## config.mk

```make
export PLATFORM = sky130hd
export DESIGN_NAME = dip_step_sequencer
export DESIGN_NICKNAME = d
export VERILOG_FILES = /design/src/rtl/sandbox_pkg.sv /design/src/rtl/dip_debounce.sv /design/src/rtl/dip_step_sequencer.sv
export SDC_FILE = /design/constraint.sdc
export NUM_CORES = 1
export LEC_CHECK = 0
export BUFFER_PORTS_ARGS = -buffer_cell sky130_fd_sc_hd__buf_2
export CELL_PAD_IN_SITES_DETAIL_PLACEMENT = 0
export CELL_PAD_IN_SITES_GLOBAL_PLACEMENT = 1
export CORE_ASPECT_RATIO = 0.75
export CORE_MARGIN = 2
export CORE_UTILIZATION = 46
export DETAILED_ROUTE_END_ITERATION = 10
export MAX_ROUTING_LAYER = met4
export PLACE_DENSITY_LB_ADDON = 0.1
export SYNTH_ARGS = -nofsm -noshare
export SYNTH_HDL_FRONTEND = slang
export SYNTH_SLANG_ARGS = --single-unit
```

## constraint.sdc

```tcl
create_clock -name CLK -period 2.2 [get_ports CLK]
set_input_delay 0.44 -clock CLK [delete_from_list [all_inputs] [get_ports CLK]]
set_output_delay 0.44 -clock CLK [all_outputs]
set_load 0.02 [all_outputs]
```

## src/rtl/sandbox_pkg.sv

```systemverilog
// Shared types for the sandbox top: step width/type and the step sequencer states.
package sandbox_pkg;
    localparam int STEP_W         = 4;
    localparam int CLK_HZ_DEFAULT = 12_000_000;

    typedef logic [STEP_W-1:0] step_t;

    typedef enum logic [1:0] {
        IDLE,
        PENDING,
        OFFER
    } seq_state_t;
endpackage

```

## src/rtl/dip_debounce.sv

```systemverilog
// Two-flop synchroniser plus stability filter; output follows input only after
// it has held one value for DEB_CYC consecutive cycles.
module dip_debounce #(
    parameter int W       = 4,
    parameter int DEB_CYC = 1
) (
    input  logic         clk,
    input  logic         rst,
    input  logic [W-1:0] raw,
    output logic [W-1:0] deb
);
    localparam int CW = $clog2(DEB_CYC + 1);

    logic [W-1:0]  s1, s2, cand;
    logic [CW-1:0] cnt;

    always_ff @(posedge clk) begin
        if (rst) begin
            s1   <= '0;
            s2   <= '0;
            cand <= '0;
            cnt  <= '0;
            deb  <= '0;
        end else begin
            s1 <= raw;
            s2 <= s1;
            if (s2 != cand) begin
                cand <= s2;
                cnt  <= '0;
            end else if (cnt == CW'(DEB_CYC - 1)) begin
                // counter parks here, so deb keeps reloading the stable value
                deb <= cand;
            end else begin
                cnt <= cnt + 1'b1;
            end
        end
    end
endmodule

```

## src/rtl/dip_step_sequencer.sv

```systemverilog
// Turns debounced DIP switches into a step value for the LED counter, offering
// each change over a valid/ready handshake aligned to the advance tick.
module dip_step_sequencer
    import sandbox_pkg::*;
#(
    parameter int CLK_HZ      = CLK_HZ_DEFAULT,
    parameter int TICK_HZ     = 4,
    parameter int DEBOUNCE_US = 10_000
) (
    input  logic              CLK,
    input  logic              RST,
    input  logic [STEP_W-1:0] DIP_IN,
    output logic              tick_o,
    output logic [STEP_W-1:0] step_o,
    output logic              upd_valid_o,
    output logic [STEP_W-1:0] upd_step_o,
    input  logic              upd_ready_i,
    output logic              led_r_o,
    output logic              led_g_o,
    output logic              led_b_o
);
    localparam int TICK_DIV = CLK_HZ / TICK_HZ;
    localparam int DEB_CYC  = CLK_HZ / 1_000_000 * DEBOUNCE_US;
    localparam int DIV_W    = $clog2(TICK_DIV);

    step_t             deb_q, new_step;
    logic [DIV_W-1:0]  div_cnt;
    logic              strobe;
    seq_state_t        state, state_nxt;
    logic              load_new, offer, accept;

    dip_debounce #(.W(STEP_W), .DEB_CYC(DEB_CYC)) u_deb (
        .clk (CLK),
        .rst (RST),
        .raw (DIP_IN),
        .deb (deb_q)
    );

    assign strobe = (div_cnt == DIV_W'(TICK_DIV - 1));

    always_ff @(posedge CLK) begin
        if (RST) begin
            div_cnt <= '0;
        end else if (strobe) begin
            div_cnt <= '0;
        end else begin
            div_cnt <= div_cnt + 1'b1;
        end
    end

    always_ff @(posedge CLK) begin
        if (RST) state <= IDLE;
        else     state <= state_nxt;
    end

    always_comb begin
        state_nxt = state;
        load_new  = 1'b0;
        offer     = 1'b0;
        accept    = 1'b0;
        case (state)
            IDLE: begin
                if (deb_q != step_o) begin
                    load_new  = 1'b1;
                    state_nxt = PENDING;
                end
            end
            PENDING: begin
                if (deb_q == step_o) begin
                    state_nxt = IDLE;
                end else begin
                    load_new = 1'b1;
                    // a paused counter has no tick to wait for
                    if (strobe || step_o == '0) begin
                        offer     = 1'b1;
                        state_nxt = OFFER;
                    end
                end
            end
            OFFER: begin
                if (upd_valid_o && upd_ready_i) begin
                    accept    = 1'b1;
                    state_nxt = IDLE;
                end
            end
            default: state_nxt = IDLE;
        endcase
    end

    always_ff @(posedge CLK) begin
        if (RST) begin
            tick_o      <= 1'b0;
            new_step    <= '0;
            step_o      <= '0;
            upd_valid_o <= 1'b0;
            upd_step_o  <= '0;
            led_b_o     <= 1'b0;
        end else begin
            // ticks landing on an open offer are dropped, not deferred
            tick_o <= strobe && (step_o != '0) && (state != OFFER);
            if (load_new) new_step <= deb_q;
            if (offer) begin
                upd_valid_o <= 1'b1;
                upd_step_o  <= new_step;
            end
            if (accept) begin
                step_o      <= upd_step_o;
                upd_valid_o <= 1'b0;
                led_b_o     <= ~led_b_o;
            end
        end
    end

    assign led_r_o = (state == PENDING) || (state == OFFER);
    assign led_g_o = (step_o != '0);
endmodule
```

Yosys cells after proc, flatten, opt, wreduce, memory -nomap -nowiden
Cells that the tools add are included.
{"block": "totals", "regBits": 72, "inputBits": 7, "output_inout_bits": 13, "wordCells": 54}
{"block": "classes", "add_sub_neg": 2, "n_eq_ne": 11, "n_mux": 13, "n_bitwise": 2, "n_reduce_logical": 13}
{"op": "$add A22 B1 Y22 const B", "n": 1}
{"op": "$eq A22 B22 Y1 const B", "n": 1}
{"op": "$add A17 B1 Y17 const B", "n": 1}
{"op": "$eq A17 B17 Y1 const B", "n": 1}
{"op": "$mux W2", "n": 4}
{"op": "$ne A4 B4 Y1", "n": 2}
{"op": "$mux W1", "n": 7}
{"op": "$ne A2 B2 Y1 const B", "n": 3}
{"op": "$pmux W2 S3", "n": 1}
{"op": "$reduce_or A2 Y1", "n": 3}
{"op": "$eq A4 B4 Y1", "n": 1}
{"op": "$logic_not A4 Y1", "n": 1}
{"op": "$reduce_bool A4 Y1", "n": 1}
{"op": "$logic_and A1 B1 Y1", "n": 3}
{"op": "$ne A3 B3 Y1 const B", "n": 1}
{"op": "$reduce_and A3 Y1", "n": 1}
{"op": "$eq A2 B1 Y1 const B", "n": 1}
{"op": "$eq A2 B2 Y1 const B", "n": 1}
{"op": "$logic_not A2 Y1", "n": 1}
{"op": "$logic_or A1 B1 Y1", "n": 2}
{"op": "$not A1 Y1", "n": 2}
{"op": "$pmux W1 S2", "n": 1}
{"op": "$reduce_and A2 Y1", "n": 1}

Longest topological paths before layout
Gate-level depths: netlist of run 1.
{"block": "logic_depth", "depth_word": 5, "ltp_mapped": 6, "mapped_depth_nobuf": 6}

By module
A second synthesis of run 1 with hierarchy kept.
{"block": "hier_totals", "hier_cells": 330, "area_unflattened_um2": 3081.7}
{"mod": "dip_step_sequencer", "n_inst": 1, "cells_per_inst": 185, "area_per_inst_um2": 1730.4, "seq_area_each_um2": 780.7}
{"mod": "dip_debounce", "n_inst": 1, "cells_per_inst": 145, "area_per_inst_um2": 1351.3, "seq_area_each_um2": 660.6}

Worst setup path after synthesis of run 1
OpenSTA, ideal clock, no wires.
{"block": "synth_timing", "path_type": "register to register", "startpoint": "register u_deb.cnt[0]", "endpoint": "register u_deb.deb[0]", "setup_time_ns": 0.128, "arrival_ns": 1.578, "required_time_ns": 2.072, "setup_slack_ns": 0.494, "stages_incl_launch_ff": 7, "n_path_buf": 0, "period_less_slack_ns": 1.706, "cell_sequence": "dfxtp_1 ha_1 nand3_2 nor3_1 nand3_2 mux2i_1 nor2_1"}
{"block": "synth_via", "elab_chain_cells": 2}
{"element": "from (decl)", "line_no": "dip_debounce.sv:15", "source": "logic [CW-1:0] cnt;"}
{"element": "from (signal assigned)", "line_no": "dip_debounce.sv:34", "source": "cnt <= cnt + 1'b1;"}
{"element": "$eq A17 B17 Y1", "line_no": "dip_debounce.sv:30", "source": "end else if (cnt == CW'(DEB_CYC - 1)) begin"}
{"element": "$reduce_and A2 Y1 (no line)"}
{"element": "to (signal assigned)", "line_no": "dip_debounce.sv:32", "source": "deb <= cand;"}
{"element": "to (decl)", "line_no": "dip_debounce.sv:10", "source": "output logic [W-1:0] deb"}
Every way passes these cells.
A chain may end at the register's enable or synchronous reset.

Final worst setup path of run 1
{"block": "layout_timing", "startpoint": "register div_cnt[2]", "endpoint": "register div_cnt[10]"}
{"block": "layout_via", "elab_chain_cells": 2, "word_cells_on_any_way": 3, "cone_classes": "add/sub (1); eq/ne (1); reduce/logical (1)"}
{"element": "from (decl)", "line_no": "dip_step_sequencer.sv:27", "source": "logic [DIV_W-1:0] div_cnt;"}
{"element": "from (signal assigned)", "line_no": "dip_step_sequencer.sv:47", "source": "div_cnt <= div_cnt + 1'b1;"}
{"element": "parallel branches: the longest is 2 deep, another holds $add A22 B1 Y22"}
Several ways; the timed one is not identified.

==> flow_summary.html, run 1 <==
<table>
<tr><th>Metric</th><th>Value</th></tr>
<tr><th colspan="2">Run</th></tr>
<tr><td>Reported max-cap violation count</td><td>0</td></tr>
<tr><th colspan="2">Global route</th></tr>
<tr><td>Global-route wire length before repair</td><td>9128 um</td></tr>
<tr><td>Number of global-route vias before repair</td><td>1,966</td></tr>
<tr><td>Pin count of the biggest net entering global routing</td><td>23</td></tr>
<tr><td>GRT Util Overall</td><td>16.37%</td></tr>
<tr><td>Grt total ovfl</td><td>0</td></tr>
<tr><td>Antenna violations before repair</td><td>0</td></tr>
<tr><th colspan="2">Die</th></tr>
<tr><td>Chip height</td><td>74.51 um</td></tr>
<tr><td>Boundary Pins</td><td>20</td></tr>
<tr><td>Placeable core region</td><td>0.006350 mm2</td></tr>
<tr><td>Floorplan row count</td><td>25</td></tr>
<tr><td>Die outline width</td><td>98.01 um</td></tr>
<tr><td>Initial Utilization</td><td>48.02%</td></tr>
<tr><td>Area of the die</td><td>0.007303 mm2</td></tr>
<tr><th colspan="2">Timing</th></tr>
<tr><td>Final Critical Period</td><td>1.879 ns</td></tr>
<tr><td>Crit path setup slack, layout</td><td>0.3206 ns</td></tr>
<tr><td>Final Setup Violations</td><td>0</td></tr>
<tr><td>Clock tree skew after final layout</td><td>0.007668 ns</td></tr>
<tr><td>Number of hold-slack violations in the final timing report</td><td>0</td></tr>
<tr><td>Period utilization</td><td>85.43%</td></tr>
<tr><td>Summed negative setup slack over all endpoints</td><td>0 ns</td></tr>
<tr><td>RSZ-0062 raised after global routing</td><td>no</td></tr>
<tr><td>Slew Limit Headroom</td><td>61.15%</td></tr>
<tr><td>Max Clk Rate</td><td>0.5321 GHz</td></tr>
<tr><td>Pin slew with the least headroom to its limit</td><td>0.5774 ns</td></tr>
<tr><td>Count of final max-slew check failures</td><td>0</td></tr>
<tr><td>Tightest hold margin</td><td>0.3251 ns</td></tr>
<tr><th colspan="2">Placement</th></tr>
<tr><td>Routability Congestion</td><td>0.7842</td></tr>
<tr><td>DP Wirelength</td><td>3735 um</td></tr>
<tr><td>Pre-CTS WS</td><td>0.3309 ns</td></tr>
<tr><td>Placed standard-cell area</td><td>0.003242 mm2</td></tr>
<tr><td>Number of buffer cells added on primary ports</td><td>19</td></tr>
<tr><th colspan="2">Finish</th></tr>
<tr><td>Summed area of non-filler cells in the final layout</td><td>0.003455 mm2</td></tr>
<tr><td>Final net count</td><td>360</td></tr>
<tr><td>Core occupancy in the finished layout</td><td>54.40%</td></tr>
<tr><td>Number of filler cells placed in the layout</td><td>608</td></tr>
<tr><td>Area growth from synthesis to layout</td><td>13.29%</td></tr>
<tr><td>Antenna cell count</td><td>0</td></tr>
<tr><td>Share of layout cells above drive strength 1</td><td>15.01%</td></tr>
<tr><th colspan="2">Route</th></tr>
<tr><td>Average via count per standard cell</td><td>5.009</td></tr>
<tr><td>Post-route ant nets</td><td>0</td></tr>
<tr><td>First-pass iteration count of the detailed router</td><td>4</td></tr>
<tr><td>Total routed wirelength</td><td>5304 um</td></tr>
<tr><td>Remaining design rule violation count</td><td>0</td></tr>
<tr><td>Number of DRC violations after detailed-routing iteration 0</td><td>97</td></tr>
<tr><td>Average routed wire per standard cell</td><td>12.22 um</td></tr>
<tr><td>Via count</td><td>2,174</td></tr>
<tr><th colspan="2">Critical path</th></tr>
<tr><td>Critical path's top delay family</td><td>simple AND/OR/NAND/NOR gates</td></tr>
<tr><td>Signal arrival time at the worst endpoint</td><td>2.08 ns</td></tr>
<tr><td>Largest driver fanout on the critical path</td><td>22</td></tr>
<tr><td>Reg-to-Reg End</td><td>div_cnt[10]</td></tr>
<tr><td>Cell breakdown of the critical path</td><td>and4_2 &gt; nand2_1 &gt; nor3_2 &gt; or2_2 &gt; nor2_1</td></tr>
<tr><td>Classification of the worst setup path</td><td>flip-flop to flip-flop</td></tr>
<tr><td>CP endpoint kind</td><td>flip-flop</td></tr>
<tr><td>Count of buffer and inverter cells on the critical path</td><td>0</td></tr>
<tr><td>RR Startpoint</td><td>div_cnt[2]</td></tr>
<tr><td>Data required time at the worst endpoint</td><td>2.40 ns</td></tr>
<tr><td>Cell at the slowest stage of the critical path</td><td>sky130_fd_sc_hd__dfxtp_1</td></tr>
<tr><td>Reg2Reg Setup Slack</td><td>0.32 ns</td></tr>
<tr><td>Largest stage delay, worst path</td><td>0.46 ns</td></tr>
<tr><td>Worst Reg-to-Reg Cells</td><td>5</td></tr>
<tr><td>Critical path launch point type</td><td>flip-flop</td></tr>
<tr><th colspan="2">Clock network</th></tr>
<tr><td>Skew-Pair Late Insertion Delay</td><td>0.33 ns</td></tr>
<tr><td>TritonCTS clock tree</td><td>done</td></tr>
<tr><td>Clock root buffer</td><td>sky130_fd_sc_hd__clkbuf_8</td></tr>
<tr><td>Number of clock sinks</td><td>72</td></tr>
<tr><td>Clock slew at the register clock pins of the worst setup and hold paths</td><td>0.08 ns</td></tr>
<tr><td>Number of post-CTS setup repair buffers</td><td>0</td></tr>
<tr><td>Quantity of gates resized following cts</td><td>0</td></tr>
<tr><td>Clk buf depth</td><td>2</td></tr>
<tr><td>Number of clock buffers inserted by TritonCTS</td><td>9</td></tr>
<tr><td>Hold Buf Count CTS</td><td>0</td></tr>
<tr><td>H-Tree Level Count</td><td>3</td></tr>
<tr><th colspan="2">Worst hold path</th></tr>
<tr><td>Worst min-delay path class</td><td>input port to flip-flop</td></tr>
<tr><td>Hold worst-path end</td><td>u_deb.s1[0]</td></tr>
<tr><td>Number of cells on the worst hold path</td><td>2</td></tr>
<tr><td>Worst min-delay path startpoint</td><td>DIP_IN[0]</td></tr>
<tr><th colspan="2">Pwr</th></tr>
<tr><td>Proportion of power drawn by combinational gates</td><td>8.9%</td></tr>
<tr><td>Leakage power</td><td>1.375 nW</td></tr>
<tr><td>Peak supply drop</td><td>0.4362 mV</td></tr>
<tr><td>Net load switching power</td><td>0.6457 mW</td></tr>
<tr><td>Proportion of power drawn by the clock network</td><td>41.1%</td></tr>
<tr><td>P per Cell Area</td><td>787.6 mW/mm2</td></tr>
<tr><td>Switch share</td><td>23.73%</td></tr>
<tr><td>Internal portion of total power</td><td>2.075 mW</td></tr>
<tr><td>Sequential fraction of design power</td><td>50.0%</td></tr>
<tr><th colspan="2">Synthesis</th></tr>
<tr><td>Flip-flop cell with the highest count after synthesis</td><td>sky130_fd_sc_hd__dfxtp_1</td></tr>
<tr><td>Yosys synthesis warning count</td><td>0</td></tr>
<tr><td>Post-Synthesis Net Count</td><td>333</td></tr>
<tr><td>Count of state elements after synthesis</td><td>72</td></tr>
<tr><td>Count of cell types in the netlist</td><td>44</td></tr>
<tr><td>Share of synthesized registers carrying an async set or reset</td><td>0%</td></tr>
<tr><td>Average size of a mapped cell</td><td>9.499 um2</td></tr>
<tr><td>Number of enable flip-flop cells after synthesis</td><td>0</td></tr>
<tr><td>Number of instances in the synthesized netlist</td><td>321</td></tr>
<tr><td>Netlist area before placement</td><td>0.003049 mm2</td></tr>
<tr><td>Fraction of the yosys area taken by sequential cells</td><td>47.27%</td></tr>
<tr><th colspan="2">Status</th></tr>
<tr><td>Result of the run</td><td>finished, final reports clean</td></tr>
</table>
==> per-stage QoR <==
step	std cells	total power, mW
floorplan	321	1.580
global placement	418	1.637
detailed placement	418	1.634
CTS	434	2.759
global route	434	2.849
finish	434	2.721
==> area by class of cell <==
cell class                      count  area [um2]  area share [%]
Multi-Input combinational cell    230        1525           44.15
Sequential cell                    72        1441           41.72
Timing Repair Buffer               24       132.6           3.839
Clock buffer                       11       131.4           3.803
Tap cell                           81       101.3           2.934
Clock inverter                      5       81.33           2.354
Inverter                           11       41.29           1.195
==> Yosys cell counts (all sizes together), types with 2 or more instances <==
cell | count | area share, %
dfxtp | 72 | 47
nand4 | 10 | 2.5
xor2 | 18 | 5.2
buf | 3 | 0.74
inv | 11 | 1.4
clkbuf | 5 | 0.62
nand3 | 17 | 3.1
nor2 | 55 | 6.9
mux2i | 17 | 5.6
nor2b | 12 | 2.5
nor4b | 2 | 0.57
xnor2 | 24 | 6.9
and3 | 4 | 0.82
nand2 | 28 | 3.5
nor3 | 8 | 2.0
o21ai | 2 | 0.33
a21oi | 4 | 0.66
nor4 | 5 | 2.0
ha | 5 | 2.1
and4 | 3 | 0.90
==> power groups by stage <==
stage | sequential [mW] | combinational [mW] | clock (mW)
finish | 1.36 | 0.243 | 1.12
global route | 1.36 | 0.272 | 1.21
CTS | 1.36 | 0.244 | 1.15
detailed placement | 1.39 | 0.243 | 0
global placement | 1.39 | 0.246 | 0
floorplan | 1.39 | 0.193 | 0
==> metal layers <==
metal	routed length, um	vias up	global-route usage, %
met2	2158	29	23.52
met1	2918	1008	21.96
met3	202	2	5.921
li1	-	1135	-
met5	0	-	-
met4	25	0	4.167
==> state kept, by name, summed over array words and instances, names as in the netlist <==
register and flops:
led_b_o 1, u_deb.deb 4, state 2, upd_valid_o 1, tick_o 1, new_step 4
upd_step_o 4, u_deb.s2 4, u_deb.cnt 17, u_deb.cand 4, u_deb.s1 4, div_cnt 22
step_o 4
==> layout by cell type, fill, tap and decap left out, types with 2 or more instances in the layout <==
| master | instances |
|---|---|
| sky130_fd_sc_hd__o21ai_0 | 2 |
| sky130_fd_sc_hd__nor4_4 | 2 |
| sky130_fd_sc_hd__nand2_1 | 27 |
| sky130_fd_sc_hd__inv_1 | 11 |
| sky130_fd_sc_hd__and4_1 | 2 |
| sky130_fd_sc_hd__ha_1 | 5 |
| sky130_fd_sc_hd__nor4_1 | 3 |
| sky130_fd_sc_hd__nand4_1 | 9 |
| sky130_fd_sc_hd__xor2_1 | 18 |
| sky130_fd_sc_hd__clkbuf_8 | 9 |
| sky130_fd_sc_hd__and3_1 | 4 |
| sky130_fd_sc_hd__nor2_1 | 54 |
| sky130_fd_sc_hd__buf_2 | 19 |
| sky130_fd_sc_hd__nor3_2 | 2 |
| sky130_fd_sc_hd__nor3_1 | 5 |
| sky130_fd_sc_hd__xnor2_1 | 24 |
| sky130_fd_sc_hd__bufinv_16 | 2 |
| sky130_fd_sc_hd__mux2i_1 | 17 |
| sky130_fd_sc_hd__clkbuf_1 | 2 |
| sky130_fd_sc_hd__nand3_1 | 15 |
| sky130_fd_sc_hd__buf_4 | 5 |
| sky130_fd_sc_hd__a21oi_1 | 4 |
| sky130_fd_sc_hd__nor2b_1 | 12 |
| sky130_fd_sc_hd__dfxtp_1 | 72 |
| sky130_fd_sc_hd__nand3_2 | 2 |
| sky130_fd_sc_hd__nor4b_1 | 2 |
==> worst max path at each step <==
stage | to | start | depth (start not counted)
floorplan | u_deb.deb[0] | u_deb.cnt[0] | 6
global placement | div_cnt[15] | div_cnt[2] | 5
detailed placement | div_cnt[12] | div_cnt[2] | 5
CTS | div_cnt[10] | div_cnt[2] | 5
global route | div_cnt[10] | div_cnt[2] | 5
finish | div_cnt[10] | div_cnt[2] | 5
==> logic make-up (layout without fill, tap and decap cells) <==
kind of cell               after synthesis  after routing  synth area share [%]
AOI/OAI and AO/OA                       16             16                 3.653
xor gates and xnor gates                42             42                 12.06
adders and majority gates                5              5                 2.052
buffers and inverters                   19             51                 2.708
DFF                                     72             72                 47.27
muxes                                   17             17                 5.581
and+or+nand+nor                        150            150                 26.67
Power figures use the tool's default switching activity.
==> run 2, diff against run 1 <==
Settings changed: PLACE_DENSITY from default to 0.8, PLACE_DENSITY_LB_ADDON 0.1 to default.
==> run 2 against run 1 <==
- critical path depth did not move
- non-clock buffer count stayed put
- combinational power hardly changed
- clock skew rose by 0.00063 ns
- sequential share of layout area up 0.20 points
- highest routed layer unchanged
==> flow_summary.html, run 2 (same netlist as run 1, synthesis figures left out) <==
<table>
<tr><th>Metric</th><th>Value</th></tr>
<tr><th colspan="2">Status</th></tr>
<tr><td>Result of the run</td><td>finished, final reports clean</td></tr>
<tr><th colspan="2">Clock network</th></tr>
<tr><td>Number of post-CTS setup repair buffers</td><td>0</td></tr>
<tr><td>Clock slew at the register clock pins of the worst setup and hold paths</td><td>0.07 ns</td></tr>
<tr><td>Number of clock buffers inserted by TritonCTS</td><td>9</td></tr>
<tr><td>Number of clock sinks</td><td>72</td></tr>
<tr><td>Skew-Pair Late Insertion Delay</td><td>0.33 ns</td></tr>
<tr><td>H-Tree Level Count</td><td>3</td></tr>
<tr><td>TritonCTS clock tree</td><td>done</td></tr>
<tr><td>Clk buf depth</td><td>2</td></tr>
<tr><td>Clock root buffer</td><td>sky130_fd_sc_hd__clkbuf_8</td></tr>
<tr><td>Quantity of gates resized following cts</td><td>0</td></tr>
<tr><td>Hold Buf Count CTS</td><td>0</td></tr>
<tr><th colspan="2">Worst hold path</th></tr>
<tr><td>Number of cells on the worst hold path</td><td>2</td></tr>
<tr><td>Worst min-delay path class</td><td>input port to flip-flop</td></tr>
<tr><th colspan="2">Timing</th></tr>
<tr><td>Summed negative setup slack over all endpoints</td><td>0 ns</td></tr>
<tr><td>Tightest hold margin</td><td>0.3204 ns</td></tr>
<tr><td>Final Setup Violations</td><td>0</td></tr>
<tr><td>Pin slew with the least headroom to its limit</td><td>0.6427 ns</td></tr>
<tr><td>Final Critical Period</td><td>1.847 ns</td></tr>
<tr><td>Crit path setup slack, layout</td><td>0.3534 ns</td></tr>
<tr><td>Max Clk Rate</td><td>0.5415 GHz</td></tr>
<tr><td>Number of hold-slack violations in the final timing report</td><td>0</td></tr>
<tr><td>Clock tree skew after final layout</td><td>0.008301 ns</td></tr>
<tr><td>Slew Limit Headroom</td><td>56.76%</td></tr>
<tr><td>RSZ-0062 raised after global routing</td><td>no</td></tr>
<tr><td>Count of final max-slew check failures</td><td>0</td></tr>
<tr><td>Period utilization</td><td>83.93%</td></tr>
<tr><th colspan="2">Critical path</th></tr>
<tr><td>Largest driver fanout on the critical path</td><td>22</td></tr>
<tr><td>Classification of the worst setup path</td><td>flip-flop to flip-flop</td></tr>
<tr><td>Data required time at the worst endpoint</td><td>2.40 ns</td></tr>
<tr><td>Worst Reg-to-Reg Cells</td><td>5</td></tr>
<tr><td>CP endpoint kind</td><td>flip-flop</td></tr>
<tr><td>Signal arrival time at the worst endpoint</td><td>2.05 ns</td></tr>
<tr><td>Critical path launch point type</td><td>flip-flop</td></tr>
<tr><th colspan="2">Global route</th></tr>
<tr><td>M3 GR Usage</td><td>4.793%</td></tr>
<tr><td>Top Usage Layer GRT</td><td>met2</td></tr>
<tr><td>M1 GR Usage</td><td>21.84%</td></tr>
<tr><td>GRT Util Overall</td><td>16.46%</td></tr>
<tr><td>Antenna violations before repair</td><td>0</td></tr>
<tr><td>Global-route track usage on met2</td><td>24.12%</td></tr>
<tr><td>Number of global-route vias before repair</td><td>2,006</td></tr>
<tr><td>Grt total ovfl</td><td>0</td></tr>
<tr><td>Global-route wire length before repair</td><td>9328 um</td></tr>
<tr><td>Pin count of the biggest net entering global routing</td><td>23</td></tr>
<tr><th colspan="2">Finish</th></tr>
<tr><td>Number of filler cells placed in the layout</td><td>586</td></tr>
<tr><td>Share of layout cells above drive strength 1</td><td>15.58%</td></tr>
<tr><td>Leading cell type in the layout, fill and taps excluded</td><td>sky130_fd_sc_hd__dfxtp_1</td></tr>
<tr><td>Area taken by multi-input logic gates</td><td>0.001525 mm2</td></tr>
<tr><td>Number of flip-flops under the largest register name</td><td>22</td></tr>
<tr><td>Registers with the highest flip-flop counts</td><td>div_cnt x22, u_deb.cnt x17</td></tr>
<tr><td>Final net count</td><td>360</td></tr>
<tr><td>Antenna cell count</td><td>0</td></tr>
<tr><td>Area growth from synthesis to layout</td><td>12.76%</td></tr>
<tr><td>Register ranked first by flip-flop count</td><td>div_cnt</td></tr>
<tr><td>Most used cells in the layout excluding fill and tap cells</td><td>sky130_fd_sc_hd__dfxtp_1 (72), sky130_fd_sc_hd__nor2_1 (54), sky130_fd_sc_hd__nand2_1 (27)</td></tr>
<tr><td>Reg area</td><td>0.001441 mm2</td></tr>
<tr><th colspan="2">Route</th></tr>
<tr><td>Via count</td><td>2,171</td></tr>
<tr><td>Average routed wire per standard cell</td><td>12.18 um</td></tr>
<tr><td>Post-route ant nets</td><td>0</td></tr>
<tr><td>Total routed wirelength</td><td>5286 um</td></tr>
<tr><td>Remaining design rule violation count</td><td>0</td></tr>
<tr><td>Average via count per standard cell</td><td>5.002</td></tr>
<tr><td>Number of DRC violations after detailed-routing iteration 0</td><td>58</td></tr>
<tr><td>First-pass iteration count of the detailed router</td><td>4</td></tr>
<tr><th colspan="2">Die</th></tr>
<tr><td>Die outline width</td><td>98.01 um</td></tr>
<tr><td>Initial Utilization</td><td>48.02%</td></tr>
<tr><td>Chip height</td><td>74.51 um</td></tr>
<tr><td>Placeable core region</td><td>0.006350 mm2</td></tr>
<tr><td>Area of the die</td><td>0.007303 mm2</td></tr>
<tr><td>Boundary Pins</td><td>20</td></tr>
<tr><td>Floorplan row count</td><td>25</td></tr>
<tr><th colspan="2">Placement</th></tr>
<tr><td>Routability Congestion</td><td>0.7874</td></tr>
<tr><td>DP Wirelength</td><td>3774 um</td></tr>
<tr><td>Number of buffer cells added on primary ports</td><td>19</td></tr>
<tr><td>Pre-CTS WS</td><td>0.3514 ns</td></tr>
<tr><th colspan="2">Run</th></tr>
<tr><td>Reported max-cap violation count</td><td>0</td></tr>
<tr><th colspan="2">Pwr</th></tr>
<tr><td>P per Cell Area</td><td>760.2 mW/mm2</td></tr>
<tr><td>Final Power</td><td>2.614 mW</td></tr>
<tr><td>Leakage power</td><td>1.378 nW</td></tr>
<tr><td>Peak supply drop</td><td>0.3462 mV</td></tr>
</table>
==> run 2: cell type report <==
class                   count  share of cell area [%]
repair buffers             24                   3.857
inverters                  11                   1.201
flip-flops and latches     72                   41.92
clock inverters             6                   1.710
clock buffers              10                   4.003
well taps                  81                   2.948
multi-input cells         230                   44.36
==> run 2: routing by layer <==
layer	share of wire, %	wire length (um)
met4	0.98	52
met2	42	2201
met1	54	2847
met3	3.5	185
met5	0	0
==> run 2: worst max-delay path: stages (launching register included) <==
cell and delay (ns):
sky130_fd_sc_hd__dfxtp_1 0.47, sky130_fd_sc_hd__and4_2 0.29, sky130_fd_sc_hd__nand2_1 0.11, sky130_fd_sc_hd__nor3_2 0.30, sky130_fd_sc_hd__or2_2 0.44, sky130_fd_sc_hd__nor2_1 0.10
==> run 2: final timing paths <==
path | start | to | slack, ns
hold / removal | DIP_IN[0] | u_deb.s1[0] | 0.32
setup / recovery | div_cnt[2] | div_cnt[4] | 0.35
hold reg to reg | u_deb.s1[2] | u_deb.s2[2] | 0.44
setup reg to reg | div_cnt[2] | div_cnt[4] | 0.35
==> run 2: metrics by stage <==
step,cells,area (um2),utilization [%]
finish,434,3438,54.15
global route,434,3438,54.15
CTS,434,3438,54.15
detailed placement,418,3242,51.05
global placement,418,3242,51.05
floorplan,321,3049,-
==> run 2: power breakdown <==
part / leakage [nW] / switching (mW) / internal [mW] / total, mW
clock network: 0.106 / 0.462 / 0.548 / 1.01
registers: 0.583 / 0.0240 / 1.34 / 1.36
logic: 0.689 / 0.144 / 0.0978 / 0.242
total: 1.38 / 0.630 / 1.98 / 2.61
==> run 3, diff against run 2 <==
Settings changed: ABC_AREA from default to 1, CORE_UTILIZATION 46 to 44.
Clock period 2.2 ns to 1.9 ns, I/O delays scaled along.
==> run 3 against run 2 <==
- routed wire length increased by 14%
- sequential power increased by 14%
- synthesized cell count increased by 34%
- cell area increased by 5.5%
- combinational power decreased by 53%
==> flow_summary.html, run 3 <==
<table>
<tr><th>Metric</th><th>Value</th></tr>
<tr><th colspan="2">Status</th></tr>
<tr><td>Result of the run</td><td>finished, final reports clean</td></tr>
<tr><th colspan="2">Synthesis</th></tr>
<tr><td>Netlist area before placement</td><td>0.003191 mm2</td></tr>
<tr><td>Flip-flop cell with the highest count after synthesis</td><td>sky130_fd_sc_hd__dfxtp_1</td></tr>
<tr><td>Fraction of the yosys area taken by sequential cells</td><td>45.18%</td></tr>
<tr><td>Cell with the most instances after synthesis</td><td>sky130_fd_sc_hd__nand2_1</td></tr>
<tr><td>Top post-synthesis cells by count</td><td>sky130_fd_sc_hd__nand2_1 (74), sky130_fd_sc_hd__dfxtp_1 (72), sky130_fd_sc_hd__nor2_1 (69)</td></tr>
<tr><td>Post-synth top area cell</td><td>sky130_fd_sc_hd__dfxtp_1</td></tr>
<tr><td>Fraction of synthesized cell area taken by the top area cell type</td><td>45.18%</td></tr>
<tr><td>Leading cell types by total area after synthesis</td><td>sky130_fd_sc_hd__dfxtp_1 (45%), sky130_fd_sc_hd__nand2_1 (8.7%), sky130_fd_sc_hd__nor2_1 (8.1%)</td></tr>
<tr><td>Share of synthesized registers carrying an async set or reset</td><td>0%</td></tr>
<tr><td>Average size of a mapped cell</td><td>7.403 um2</td></tr>
<tr><td>Yosys synthesis warning count</td><td>0</td></tr>
<tr><td>Count of cell types in the netlist</td><td>34</td></tr>
<tr><td>Post-Synthesis Net Count</td><td>443</td></tr>
<tr><td>Count of state elements after synthesis</td><td>72</td></tr>
<tr><td>Number of instances in the synthesized netlist</td><td>431</td></tr>
<tr><td>Number of enable flip-flop cells after synthesis</td><td>0</td></tr>
<tr><th colspan="2">Route</th></tr>
<tr><td>First-pass iteration count of the detailed router</td><td>5</td></tr>
<tr><td>Number of DRC violations after detailed-routing iteration 0</td><td>72</td></tr>
<tr><td>Average via count per standard cell</td><td>4.558</td></tr>
<tr><td>Total routed wirelength</td><td>6007 um</td></tr>
<tr><td>Remaining design rule violation count</td><td>0</td></tr>
<tr><td>Via count</td><td>2,548</td></tr>
<tr><td>Post-route ant nets</td><td>0</td></tr>
<tr><td>Average routed wire per standard cell</td><td>10.75 um</td></tr>
<tr><th colspan="2">Global route</th></tr>
<tr><td>Number of global-route vias before repair</td><td>2,342</td></tr>
<tr><td>Global-route wire length before repair</td><td>10,490 um</td></tr>
<tr><td>GRT Util Overall</td><td>17.19%</td></tr>
<tr><td>Grt total ovfl</td><td>0</td></tr>
<tr><td>Antenna violations before repair</td><td>0</td></tr>
<tr><td>Pin count of the biggest net entering global routing</td><td>23</td></tr>
<tr><th colspan="2">Finish</th></tr>
<tr><td>Share of layout cells above drive strength 1</td><td>13.88%</td></tr>
<tr><td>Antenna cell count</td><td>0</td></tr>
<tr><td>Area taken by multi-input logic gates</td><td>0.001490 mm2</td></tr>
<tr><td>Area growth from synthesis to layout</td><td>13.65%</td></tr>
<tr><td>Summed area of non-filler cells in the final layout</td><td>0.003626 mm2</td></tr>
<tr><td>Final standard cell count with taps included and fillers excluded</td><td>559</td></tr>
<tr><td>Register ranked first by flip-flop count</td><td>div_cnt</td></tr>
<tr><td>Leading cell type in the layout, fill and taps excluded</td><td>sky130_fd_sc_hd__nand2_1</td></tr>
<tr><td>Final net count</td><td>468</td></tr>
<tr><td>Number of flip-flops under the largest register name</td><td>22</td></tr>
<tr><td>Number of filler cells placed in the layout</td><td>708</td></tr>
<tr><td>Reg area</td><td>0.001441 mm2</td></tr>
<tr><td>Most used cells in the layout excluding fill and tap cells</td><td>sky130_fd_sc_hd__nand2_1 (74), sky130_fd_sc_hd__dfxtp_1 (72), sky130_fd_sc_hd__nor2_1 (69)</td></tr>
<tr><td>Registers with the highest flip-flop counts</td><td>div_cnt x22, u_deb.cnt x17</td></tr>
<tr><td>Core occupancy in the finished layout</td><td>52.33%</td></tr>
<tr><th colspan="2">Critical path</th></tr>
<tr><td>Classification of the worst setup path</td><td>flip-flop to flip-flop</td></tr>
<tr><td>Reg2Reg Setup Slack</td><td>0.17 ns</td></tr>
<tr><td>Signal arrival time at the worst endpoint</td><td>1.96 ns</td></tr>
<tr><td>Largest driver fanout on the critical path</td><td>8</td></tr>
<tr><td>Critical path launch point type</td><td>flip-flop</td></tr>
<tr><td>Data required time at the worst endpoint</td><td>2.14 ns</td></tr>
<tr><td>Worst Reg-to-Reg Cells</td><td>8</td></tr>
<tr><td>Reg-to-Reg End</td><td>u_deb.deb[0]</td></tr>
<tr><td>RR Startpoint</td><td>u_deb.cnt[0]</td></tr>
<tr><td>CP endpoint kind</td><td>flip-flop</td></tr>
<tr><th colspan="2">Clock network</th></tr>
<tr><td>TritonCTS clock tree</td><td>done</td></tr>
<tr><td>Clock root buffer</td><td>sky130_fd_sc_hd__clkbuf_8</td></tr>
<tr><td>Number of clock buffers inserted by TritonCTS</td><td>9</td></tr>
<tr><td>Quantity of gates resized following cts</td><td>0</td></tr>
<tr><td>Hold Buf Count CTS</td><td>0</td></tr>
<tr><td>Number of clock sinks</td><td>72</td></tr>
<tr><td>H-Tree Level Count</td><td>3</td></tr>
<tr><td>Skew-Pair Late Insertion Delay</td><td>0.34 ns</td></tr>
<tr><td>Clock slew at the register clock pins of the worst setup and hold paths</td><td>0.08 ns</td></tr>
<tr><td>Clk buf depth</td><td>2</td></tr>
<tr><td>Number of post-CTS setup repair buffers</td><td>0</td></tr>
<tr><th colspan="2">Die</th></tr>
<tr><td>Chip height</td><td>77.75 um</td></tr>
<tr><td>Area of the die</td><td>0.007955 mm2</td></tr>
<tr><td>Placeable core region</td><td>0.006929 mm2</td></tr>
<tr><td>Boundary Pins</td><td>20</td></tr>
<tr><td>Floorplan row count</td><td>26</td></tr>
<tr><td>Initial Utilization</td><td>46.05%</td></tr>
<tr><td>Die outline width</td><td>102.3 um</td></tr>
<tr><th colspan="2">Timing</th></tr>
<tr><td>Tightest hold margin</td><td>0.2305 ns</td></tr>
<tr><td>Summed negative setup slack over all endpoints</td><td>0 ns</td></tr>
<tr><td>Slew Limit Headroom</td><td>67.99%</td></tr>
<tr><td>Count of final max-slew check failures</td><td>0</td></tr>
<tr><td>Final Critical Period</td><td>1.728 ns</td></tr>
<tr><td>Max Clk Rate</td><td>0.5787 GHz</td></tr>
<tr><td>Pin slew with the least headroom to its limit</td><td>0.4770 ns</td></tr>
<tr><td>RSZ-0062 raised after global routing</td><td>no</td></tr>
<tr><td>Crit path setup slack, layout</td><td>0.1720 ns</td></tr>
<tr><td>Number of hold-slack violations in the final timing report</td><td>0</td></tr>
<tr><td>Period utilization</td><td>90.95%</td></tr>
<tr><td>Final Setup Violations</td><td>0</td></tr>
<tr><td>Clock tree skew after final layout</td><td>0.005218 ns</td></tr>
<tr><th colspan="2">Worst hold path</th></tr>
<tr><td>Hold worst-path end</td><td>u_deb.s1[1]</td></tr>
<tr><td>Worst min-delay path startpoint</td><td>DIP_IN[1]</td></tr>
<tr><td>Number of cells on the worst hold path</td><td>3</td></tr>
<tr><td>Worst min-delay path class</td><td>input port to flip-flop</td></tr>
<tr><th colspan="2">Pwr</th></tr>
<tr><td>Final Power</td><td>2.988 mW</td></tr>
<tr><td>Peak supply drop</td><td>0.3644 mV</td></tr>
<tr><td>Leakage power</td><td>1.362 nW</td></tr>
<tr><td>P per Cell Area</td><td>823.9 mW/mm2</td></tr>
<tr><th colspan="2">Placement</th></tr>
<tr><td>Routability Congestion</td><td>0.7882</td></tr>
<tr><td>Number of buffer cells added on primary ports</td><td>19</td></tr>
<tr><td>DP Wirelength</td><td>4409 um</td></tr>
<tr><td>Placed Cells</td><td>543</td></tr>
<tr><td>Placed standard-cell area</td><td>0.003406 mm2</td></tr>
<tr><td>Pre-CTS WS</td><td>0.2089 ns</td></tr>
<tr><th colspan="2">Run</th></tr>
<tr><td>Reported max-cap violation count</td><td>0</td></tr>
</table>
-- run 3: how the worst max path moves through the flow --
stage / from / endpoint / slack (ns) / depth (start not counted)
after floorplan: u_deb.cnt[0] / u_deb.deb[1] / 0.42 / 8
after global placement: u_deb.cnt[0] / u_deb.deb[1] / 0.31 / 8
after detailed placement: u_deb.cnt[0] / u_deb.deb[0] / 0.21 / 8
after CTS: step_o[2] / led_g_o / 0.16 / 3
after global routing: u_deb.cnt[0] / u_deb.deb[3] / 0.02 / 8
final: u_deb.cnt[0] / u_deb.deb[0] / 0.17 / 8
-- run 3: worst max-delay path, cell delays in order (launching register included) --
cell and delay (ns):
sky130_fd_sc_hd__dfxtp_1 0.39, sky130_fd_sc_hd__ha_1 0.23, sky130_fd_sc_hd__nand3_2 0.13, sky130_fd_sc_hd__nor2_2 0.17, sky130_fd_sc_hd__nand2_1 0.14, sky130_fd_sc_hd__nor2_4 0.19, sky130_fd_sc_hd__nand2_2 0.12, sky130_fd_sc_hd__o21ai_0 0.18
sky130_fd_sc_hd__a21oi_1 0.06
-- run 3: power breakdown --
part | internal, mW | switching, mW
clock | 0.738 | 0.590
sequential | 1.53 | 0.0154
combinational | 0.0432 | 0.0709
-- run 3: final cells by class --
class,count,share of cell area [%]
Sequential cell,72,39.75
Tap cell,98,3.382
Clock buffer,9,3.416
Clock inverter,7,2.657
Inverter,61,6.315
Multi-Input combinational cell,291,41.10
Timing Repair Buffer,21,3.382
-- run 3: cells by family (layout without fill, tap and decap cells) --
kind of cell	after synthesis	in the layout	synth area share [%]
compound gates	72	72	12.08
buf+inv	68	98	8.117
fa+ha+maj	5	5	1.961
simple gates	203	203	29.65
xor+xnor	11	11	3.020
flops	72	72	45.18
-- run 3: routing by layer --
layer	vias to the layer above	routed length [um]	GRT usage (%)
met2	27	2368	24.08
met3	8	184	4.955
met5	-	0	-
met4	0	91	6.800
li1	1419	-	-
met1	1094	3363	23.28
